`src/rtl/sfp_pkg.sv`:
```
// rtl/sfp_pkg.sv - state encoding, width helpers and saturation constants for sfp_norm_seq
package sfp_pkg;

  typedef enum logic [1:0] {
    ST_IDLE = 2'd0,
    ST_SUM  = 2'd1,
    ST_DIV  = 2'd2,
    ST_OUT  = 2'd3
  } sfp_state_t;

  // width of S: the sum of COL unsigned BW-bit magnitudes cannot overflow this
  function automatic int sum_w(input int bw, input int col);
    return bw + $clog2(col);
  endfunction

  // lane index width, at least one bit
  function automatic int lane_w(input int col);
    return (col > 1) ? $clog2(col) : 1;
  endfunction

  // divider bit-counter width, counts 0..bw-1
  function automatic int cnt_w(input int bw);
    return (bw > 1) ? $clog2(bw) : 1;
  endfunction

  // largest positive signed bw-bit value, 2^(bw-1)-1
  function automatic logic [63:0] sat_pos(input int bw);
    return (64'd1 << (bw - 1)) - 64'd1;
  endfunction

  // -(2^(bw-1)-1) in two's complement, low bw bits are meaningful
  function automatic logic [63:0] sat_neg(input int bw);
    return ~((64'd1 << (bw - 1)) - 64'd2);
  endfunction

endpackage

```
`src/rtl/sfp_div_serial.sv`:
```
// rtl/sfp_div_serial.sv - BW-bit unsigned restoring divider, one quotient bit per cycle
module sfp_div_serial
  import sfp_pkg::*;
#(
  parameter int BW = 20
) (
  input  logic          clk,
  input  logic          reset,
  input  logic          start,
  input  logic [BW-1:0] dividend,
  input  logic [BW-1:0] divisor,
  output logic [BW-1:0] q_next,
  output logic          last
);

  localparam int CW = cnt_w(BW);

  logic [BW-1:0] rem;
  logic [BW-1:0] quo;
  logic [BW-1:0] dvs;
  logic [CW-1:0] cnt;
  logic          active;
  logic [BW:0]   r2;
  logic [BW:0]   diff;
  logic          ge;
  logic          diff_unused;

  // one restoring step; q_next is the full quotient on the cycle last is high
  always_comb begin
    r2     = {rem, quo[BW-1]};
    diff   = r2 - {1'b0, dvs};
    ge     = (r2 >= {1'b0, dvs});
    q_next = {quo[BW-2:0], ge};
    last   = active && (cnt == CW'(BW - 1));
  end

  // the remainder is always below the divisor, so the top difference bit is never needed
  assign diff_unused = diff[BW];

  // start loads a new lane (and wins over the final step of the previous one)
  always_ff @(posedge clk or negedge reset) begin
    if (!reset) begin
      rem    <= '0;
      quo    <= '0;
      dvs    <= '0;
      cnt    <= '0;
      active <= 1'b0;
    end else if (start) begin
      rem    <= '0;
      quo    <= dividend;
      dvs    <= divisor;
      cnt    <= '0;
      active <= 1'b1;
    end else if (active) begin
      rem <= ge ? diff[BW-1:0] : r2[BW-1:0];
      quo <= q_next;
      if (cnt == CW'(BW - 1)) begin
        active <= 1'b0;
      end else begin
        cnt <= cnt + 1'b1;
      end
    end
  end

endmodule

```
`src/rtl/sfp_norm_seq.sv`:
```
// rtl/sfp_norm_seq.sv - row normaliser |psum| / (sum|psum| >> SHIFT); SFP_SIGNED_OUT_EN gives signed results
module sfp_norm_seq
  import sfp_pkg::*;
#(
  parameter  int COL     = 8,
  parameter  int BW_PSUM = 20,
  parameter  int SHIFT   = 6,
  localparam int SUMW    = sum_w(BW_PSUM, COL)
) (
  input  logic                   clk,
  input  logic                   reset,
  input  logic                   in_valid,
  output logic                   in_ready,
  input  logic [BW_PSUM*COL-1:0] in_data,
  input  logic                   mode,
  output logic                   out_valid,
  input  logic                   out_ready,
  output logic [BW_PSUM*COL-1:0] out_data,
  output logic [SUMW-1:0]        out_sum,
  output logic                   div0,
  output logic                   busy
);

  localparam int LW = lane_w(COL);
  localparam logic [BW_PSUM-1:0] SAT_U = '1;
`ifdef SFP_SIGNED_OUT_EN
  localparam logic [BW_PSUM-1:0] SAT_P = BW_PSUM'(sat_pos(BW_PSUM));
  localparam logic [BW_PSUM-1:0] SAT_N = BW_PSUM'(sat_neg(BW_PSUM));
`endif

  sfp_state_t             state;
  logic [BW_PSUM*COL-1:0] row_q;
  logic                   mode_q;
  logic [BW_PSUM-1:0]     div_q;
  logic [LW-1:0]          lane;
  logic [LW-1:0]          lane_nx;
  logic [BW_PSUM-1:0]     res_q [COL];

  logic                   neg_c [COL];
  logic [BW_PSUM-1:0]     abs_c [COL];
  logic [BW_PSUM-1:0]     byp_c [COL];
  logic [SUMW-1:0]        sum_c;
  logic [BW_PSUM-1:0]     div_c;
  logic [BW_PSUM-1:0]     lane_res;

  logic                   dv_start;
  logic [BW_PSUM-1:0]     dv_dividend;
  logic [BW_PSUM-1:0]     dv_divisor;
  logic [BW_PSUM-1:0]     dv_q;
  logic                   dv_last;

  // per-lane magnitude, bypass value and the adder tree over the latched row
  always_comb begin
    sum_c = '0;
    for (int k = 0; k < COL; k++) begin
      neg_c[k] = row_q[k*BW_PSUM + BW_PSUM - 1];
      abs_c[k] = neg_c[k] ? (~row_q[k*BW_PSUM +: BW_PSUM] + BW_PSUM'(1))
                          : row_q[k*BW_PSUM +: BW_PSUM];
`ifdef SFP_SIGNED_OUT_EN
      byp_c[k] = row_q[k*BW_PSUM +: BW_PSUM];
`else
      byp_c[k] = abs_c[k];
`endif
      sum_c = sum_c + SUMW'(abs_c[k]);
    end
    div_c = BW_PSUM'(sum_c >> SHIFT);
  end

  // divider feed: lane 0 starts from SUM, each later lane starts as the previous one finishes
  always_comb begin
    lane_nx     = lane + 1'b1;
    dv_start    = 1'b0;
    dv_dividend = abs_c[0];
    dv_divisor  = div_c;
    if (state == ST_SUM && !mode_q) begin
      dv_start = 1'b1;
    end else if (state == ST_DIV && dv_last && lane != LW'(COL - 1)) begin
      dv_start    = 1'b1;
      dv_dividend = abs_c[lane_nx];
      dv_divisor  = div_q;
    end
  end

  // finished quotient for the current lane, with divide-by-zero saturation and optional sign
  always_comb begin
`ifdef SFP_SIGNED_OUT_EN
    if (div0) begin
      lane_res = neg_c[lane] ? SAT_N : SAT_P;
    end else begin
      lane_res = neg_c[lane] ? (~dv_q + BW_PSUM'(1)) : dv_q;
    end
`else
    lane_res = div0 ? SAT_U : dv_q;
`endif
  end

  sfp_div_serial #(
    .BW (BW_PSUM)
  ) u_div (
    .clk      (clk),
    .reset    (reset),
    .start    (dv_start),
    .dividend (dv_dividend),
    .divisor  (dv_divisor),
    .q_next   (dv_q),
    .last     (dv_last)
  );

  // control FSM with registered handshake, status and result registers
  always_ff @(posedge clk or negedge reset) begin
    if (!reset) begin
      state     <= ST_IDLE;
      in_ready  <= 1'b0;
      out_valid <= 1'b0;
      busy      <= 1'b0;
      div0      <= 1'b0;
      out_sum   <= '0;
      row_q     <= '0;
      mode_q    <= 1'b0;
      div_q     <= '0;
      lane      <= '0;
      for (int k = 0; k < COL; k++) begin
        res_q[k] <= '0;
      end
    end else begin
      case (state)
        ST_IDLE: begin
          in_ready <= 1'b1;
          if (in_valid && in_ready) begin
            row_q    <= in_data;
            mode_q   <= mode;
            in_ready <= 1'b0;
            busy     <= 1'b1;
            state    <= ST_SUM;
          end
        end
        ST_SUM: begin
          out_sum <= sum_c;
          div0    <= !mode_q && (div_c == '0);
          if (mode_q) begin
            for (int k = 0; k < COL; k++) begin
              res_q[k] <= byp_c[k];
            end
            out_valid <= 1'b1;
            state     <= ST_OUT;
          end else begin
            div_q <= div_c;
            lane  <= '0;
            state <= ST_DIV;
          end
        end
        ST_DIV: begin
          if (dv_last) begin
            res_q[lane] <= lane_res;
            if (lane == LW'(COL - 1)) begin
              out_valid <= 1'b1;
              state     <= ST_OUT;
            end else begin
              lane <= lane_nx;
            end
          end
        end
        ST_OUT: begin
          if (out_ready) begin
            out_valid <= 1'b0;
            busy      <= 1'b0;
            state     <= ST_IDLE;
          end
        end
        default: state <= ST_IDLE;
      endcase
    end
  end

  // flatten result lanes in input lane order
  always_comb begin
    out_data = '0;
    for (int k = 0; k < COL; k++) begin
      out_data[k*BW_PSUM +: BW_PSUM] = res_q[k];
    end
  end

endmodule

```
`config.mk`:
```
export PLATFORM = sky130hd
export DESIGN_NAME = sfp_norm_seq
export DESIGN_NICKNAME = d
export VERILOG_FILES = /design/src/rtl/sfp_pkg.sv /design/src/rtl/sfp_div_serial.sv /design/src/rtl/sfp_norm_seq.sv
export SDC_FILE = /design/constraint.sdc
export NUM_CORES = 1
export LEC_CHECK = 0
export ABC_AREA = 1
export BUFFER_PORTS_ARGS = -buffer_cell sky130_fd_sc_hd__buf_2
export CORE_MARGIN = 4
export CORE_UTILIZATION = 60
export CTS_CLUSTER_DIAMETER = 100
export DETAILED_ROUTE_END_ITERATION = 7
export HOLD_SLACK_MARGIN = 0.15
export PLACE_DENSITY = 0.82
export SYNTH_ARGS = -nofsm -noshare
export SYNTH_HDL_FRONTEND = slang
export SYNTH_SLANG_ARGS = --single-unit
```
`constraint.sdc`:
```
create_clock -name clk -period 5.55 [get_ports clk]
set_clock_uncertainty 0.1 [all_clocks]
set_input_delay 0 -clock clk [delete_from_list [all_inputs] [get_ports clk]]
set_output_delay 0 -clock clk [all_outputs]
set_load 0.03 [all_outputs]
```
==> impl_summary.txt, run 1 <==
----------------------------------------------------
[Global routing]
  Number of antenna violations at the first check in global routing ... 36
  Maximum number of pins on one net before global-route repair ... 156
  Remaining Overflow, GRT ... 67
  GRT Overall Usage ... 73.4%

[Yosys]
  Cell type contributing the most total cell area after synthesis ... dfrtp_1
  Number of distinct library cell variants in the gate-level netlist after synthesis ... 45
  Share of Yosys cell area claimed by the top area cell type ... 37.8%
  Synth area leaders ... dfrtp_1, nand2_1, fa_1, o21ai_0, nand3_1
  Cell count after synthesis ... 3,850
  Yosys synthesis warning count ... 0
  Post-Syn Nets ... 4,190
  Netlist area before placement ... 28,700 um2
  Mean instance size in the synthesized netlist ... 7.44 um2
  Seq/Total Area, Yosys ... 37.8%
  Number of synthesized register bits ... 433

[Floorplanning]
  Die boundary height ... 227 um
  Die Width ... 227 um
  Cell row count ... 79
  Number of primary I/O pins ... 352
  Initial core utilization ... 61.2%

[Clock tree]
  CTS H-tree depth ... 2
  Sink Count ... 433
  Post-CTS repair timing setup buffer count ... 0
  Clock root buffer ... clkbuf_16
  Buffer levels on the longest clock path ... 3
  Cts bufs inserted ... 47

[Run status]
  Result of the run ... aborted with a tool error
  Error Message ... [ERROR GRT-0232] Routing congestion too high. Check the congestion heatmap in the GUI.
  Last stage reached ... 5_1_grt

[STA]
  Worst setup endpoint GRT ... div0$_DFFE_PN0P_/D
  Pin type at the end of the worst path ... register data pin

[Placed design]
  HPWL reported at the end of detailed placement ... 95,500 um
  GP Congestion ... 1.11
  Number of input and output port buffers inserted ... 351

----------------------------------------------------
layer usage:
layer	global-route usage [%]	GRT overflow
met5	32.9	0
met4	61.2	32
met2	87.2	24
met3	62.3	7
met1	77.7	4
cells in the mapped netlist (all sizes together):
cell type  number
fa            120
or2             8
nand3         384
o22ai          16
a31oi           8
nor2b           1
a22oi          66
a21boi          4
a2bb2oi        21
a21o            2
and2            2
nand3b          5
ha             55
nor4            4
o221ai         13
o22a            1
a221oi          5
xor2           52
nor2          245
clkbuf        111
inv           480
a211oi          1
o21a           30
a21oi          92
nand2        1098
mux2           11
o211ai         38
xnor2           8
o21bai          6
nand4          23
buf            51
clkinv          5
nor3           25
o21ai         426
dfrtp         433
kinds of logic after synthesis:
family / share of synthesized area, %
flops: 37.8
compound gates: 14.7
fa+ha+maj: 10.8
simple gates: 25.8
xor+xnor: 1.83
mux: 0.432
buf+inv: 8.64
through the flow:
step	instances	cell area (um2)	worst slack, ns	utilization [%]
4_1_cts	5306	37500	0.000565	80.1
3_3_place_gp	4858	32200	0.0354	68.7
2_1_floorplan	3850	28700	0.474	-
3_5_place_dp	4858	32200	-0.140	68.7
what timing repair did:
item,4_1_cts
hold endpoints to repair,285
pin swaps,2
hold buffers,367
resized for setup,23
endpoints found under the setup margin,20
==> run 2: changes to the inputs <==
--- a/config.mk
+++ b/config.mk
@@ -8,11 +8,9 @@
 export ABC_AREA = 1
 export BUFFER_PORTS_ARGS = -buffer_cell sky130_fd_sc_hd__buf_2
 export CORE_MARGIN = 4
-export CORE_UTILIZATION = 60
-export CTS_CLUSTER_DIAMETER = 100
+export CORE_UTILIZATION = 40
 export DETAILED_ROUTE_END_ITERATION = 7
-export HOLD_SLACK_MARGIN = 0.15
-export PLACE_DENSITY = 0.82
+export PLACE_DENSITY_LB_ADDON = 0.15
 export SYNTH_ARGS = -nofsm -noshare
 export SYNTH_HDL_FRONTEND = slang
 export SYNTH_SLANG_ARGS = --single-unit
==> run 2 against run 1 <==
Net effect: the flow now finishes, with violations (negative hold slack); synthesized area is the same; synthesized cell count stayed put.
==> impl_summary.txt, run 2 <==
----------------------------------------------------
[Yosys]
  Synth area leaders ... dfrtp_1, nand2_1, fa_1, o21ai_0, nand3_1
  Mean instance size in the synthesized netlist ... 7.44 um2
  Most instantiated cells after synthesis ... nand2_1, inv_1, dfrtp_1
  Most instantiated library cell after synthesis ... nand2_1
  Cell count after synthesis ... 3,850
  Number of synthesized register bits ... 433
  Top_reg_cell synth ... dfrtp_1
  Share of Yosys cell area claimed by the top area cell type ... 37.8%
  Netlist area before placement ... 28,700 um2
  Post-Syn Nets ... 4,190
  Yosys synthesis warning count ... 0
  Share of synthesized registers carrying an async set or reset ... 100%
  Seq/Total Area, Yosys ... 37.8%
  Cell type contributing the most total cell area after synthesis ... dfrtp_1
  Number of synthesized flops with an enable pin ... 0
  Number of distinct library cell variants in the gate-level netlist after synthesis ... 45

[Pwr]
  Worst-case vdd ir drop ... 0.000805 V
  Areal power density over the cells ... 512 nW/um2
  Static leakage power ... 19.1 nW

[Global routing]
  Number of global-route vias before repair ... 29,000
  Maximum number of pins on one net before global-route repair ... 153
  Global-route wire length before repair ... 196,000 um
  Remaining Overflow, GRT ... 0
  Number of antenna violations at the first check in global routing ... 10
  GRT Overall Usage ... 35.4%

[Detailed routing]
  Number of DRC markers after the initial detailed-route iteration ... 3,319
  Number of vias in the routed layout ... 30,200
  Avg WL per Cell ... 24.5 um
  DRC violation count after routing ... 0
  Drt pass-1 iters ... 6
  Post-detailed-routing wire length ... 136,000 um
  Remaining antenna violation count ... 0
  Per-cell via count in the routed design ... 5.43

[Worst setup path]
  Type of element capturing the critical path ... flip-flop
  Startpoint of the worst register-to-register path ... row_q[120]
  Kind of cell with the highest combined delay on the critical path ... adder cells
  Endpoint of the worst-slack reg-to-reg timing path ... div0
  Nature of the critical path startpoint ... flip-flop
  Setup slack of the most critical reg-to-reg path ... 0.23 ns
  Critical Path AT ... 5.77 ns
  R2R cell count ... 27
  CP Data Required Time ... 6.00 ns
  Kind of critical path ... flip-flop to flip-flop
  Stage delay of the slowest cell on the critical path ... 0.59 ns
  Slowest stage cell on the critical path ... fa_1
  Maximum fanout along the worst path ... 3
  Buf+Inv Stages, Crit Path ... 6

[STA]
  Final critical-path required period ... 5.32 ns
  Setup-violating endpoint count in the final report ... 0
  FMAX ... 188 MHz
  Worst slew margin ... 15.6%
  Pin slew with the least headroom to its limit ... 1.26 ns
  TNS Setup ... 0 ns
  Pins over their slew limit ... 0
  Final worst-path cycle share ... 95.9%
  Final hold violation count ... 17
  Final hold slack ... -0.0323 ns

[Floorplanning]
  Overall die area ... 76,000 um2
  Die Width ... 276 um
  Number of primary I/O pins ... 352
  Core area ... 70,500 um2
  Cell row count ... 97
  Die boundary height ... 276 um
  Initial core utilization ... 40.6%

[Clock tree]
  Clock transition at path regs ... 0.06 ns
  Clock tree from TritonCTS ... done
  Clock latency on the worst-skew pair ... 0.61 ns
  Clock root buffer ... clkbuf_16
  CTS H-tree depth ... 2
  Cts bufs inserted ... 51
  Buffer levels on the longest clock path ... 3
  Sink Count ... 433

[Final layout]
  Number of filler cells placed in the layout ... 6,878
  Area added between synthesis and finish ... 31.6%
  Share of final-layout standard cells stronger than drive strength 1 ... 21.4%
  Most used cells in the layout excluding fill and tap cells ... nand2_1, inv_1, dfrtp_1, o21ai_0, nand3_1
  Commonest non-fill, non-tap cell in the layout ... nand2_1
  Net count of the finished layout ... 4,918
  Utilization of the core after routing ... 53.5%
  N_diodes ... 0

[Min path]
  Hold crit path type ... input port to async pin

[Flow run]
  Number of maximum-capacitance violations ... 0

[Placed design]
  HPWL reported at the end of detailed placement ... 108,000 um
  Number of input and output port buffers inserted ... 351
  GP Congestion ... 1.07

[Run status]
  Failing checks ... negative hold slack
  Result of the run ... complete, but fails checks

----------------------------------------------------
[run 2: cells by family (layout without fill, tap and decap cells)]
family	after synthesis	in the layout	share of synthesized area (%)
compound gates	729	729	14.7
simple gates	1795	1795	25.8
xor+xnor	60	60	1.83
mux	11	11	0.432
flops	433	433	37.8
fa+ha+maj	175	175	10.8
buf+inv	647	1415	8.64
[run 2: layout make-up]
type,count,area [um2],share of cell area [%]
timing repair buffer,837,5930,15.7
sequential,433,10800,28.7
inverter,485,1830,4.84
multi-input combinational,2770,16200,42.9
clock buffer,73,1510,4.01
clock inverter,20,238,0.630
tap,940,1180,3.12
[run 2: stage by stage]
step | instances | power [mW] | hold WS [ns] | cell area, um2 | setup WS (ns)
after global routing | 5558 | 20.6 | 0.0299 | 37700 | -0.0396
after CTS | 5544 | 17.5 | 0.000818 | 36900 | 0.00202
after floorplan | 3850 | 8.65 | -0.396 | 28700 | 0.474
after detailed placement | 5280 | 13.7 | 0.0543 | 33300 | -0.180
final | 5558 | 19.3 | -0.0323 | 37700 | 0.226
after global placement | 5280 | 13.8 | 0.0563 | 33300 | -0.144
[run 2: worst max-delay path by stage]
| stage | from | endpoint | slack, ns | cells past startpoint |
|---|---|---|---|---|
| 5_1_grt | row_q[40] | div0 | -0.04 | 31 |
| 2_1_floorplan | row_q[140] | u_div.dvs[16] | 0.47 | 27 |
| 4_1_cts | row_q[60] | div0 | 0.002 | 28 |
| 3_5_place_dp | row_q[120] | div0 | -0.18 | 23 |
| 6_report | row_q[120] | div0 | 0.23 | 27 |
| 3_3_place_gp | row_q[120] | div0 | -0.14 | 23 |
[run 2: report_power, final]
part | internal [mW] | switching [mW] | leakage [nW]
logic | 5.23 | 7.21 | 12.6
registers | 3.23 | 0.0711 | 5.58
clock network | 2.12 | 1.45 | 0.865
total | 10.6 | 8.73 | 19.1
[run 2: per-layer routing]
| layer | vias up | global-route usage, % | wire, um |
|---|---|---|---|
| li1 | 14000 | - | - |
| met1 | 14500 | 50.3 | 59300 |
| met2 | 1439 | 53.0 | 58500 |
| met3 | 286 | 8.76 | 13300 |
| met4 | 10 | 11.7 | 5240 |
| met5 | - | 0 | 70 |
[run 2: repair_timing]
action / 4_1_cts / 5_1_grt
endpoints found under the setup margin: 24 / 45
buffers inserted: 5 / 14
gates resized for setup: 31 / 211
hold buffers: 166 / 0
pin swaps: 2 / 55
endpoints found under the hold margin: 274 / 0
No activity file was read; power rests on OpenSTA's default activity.
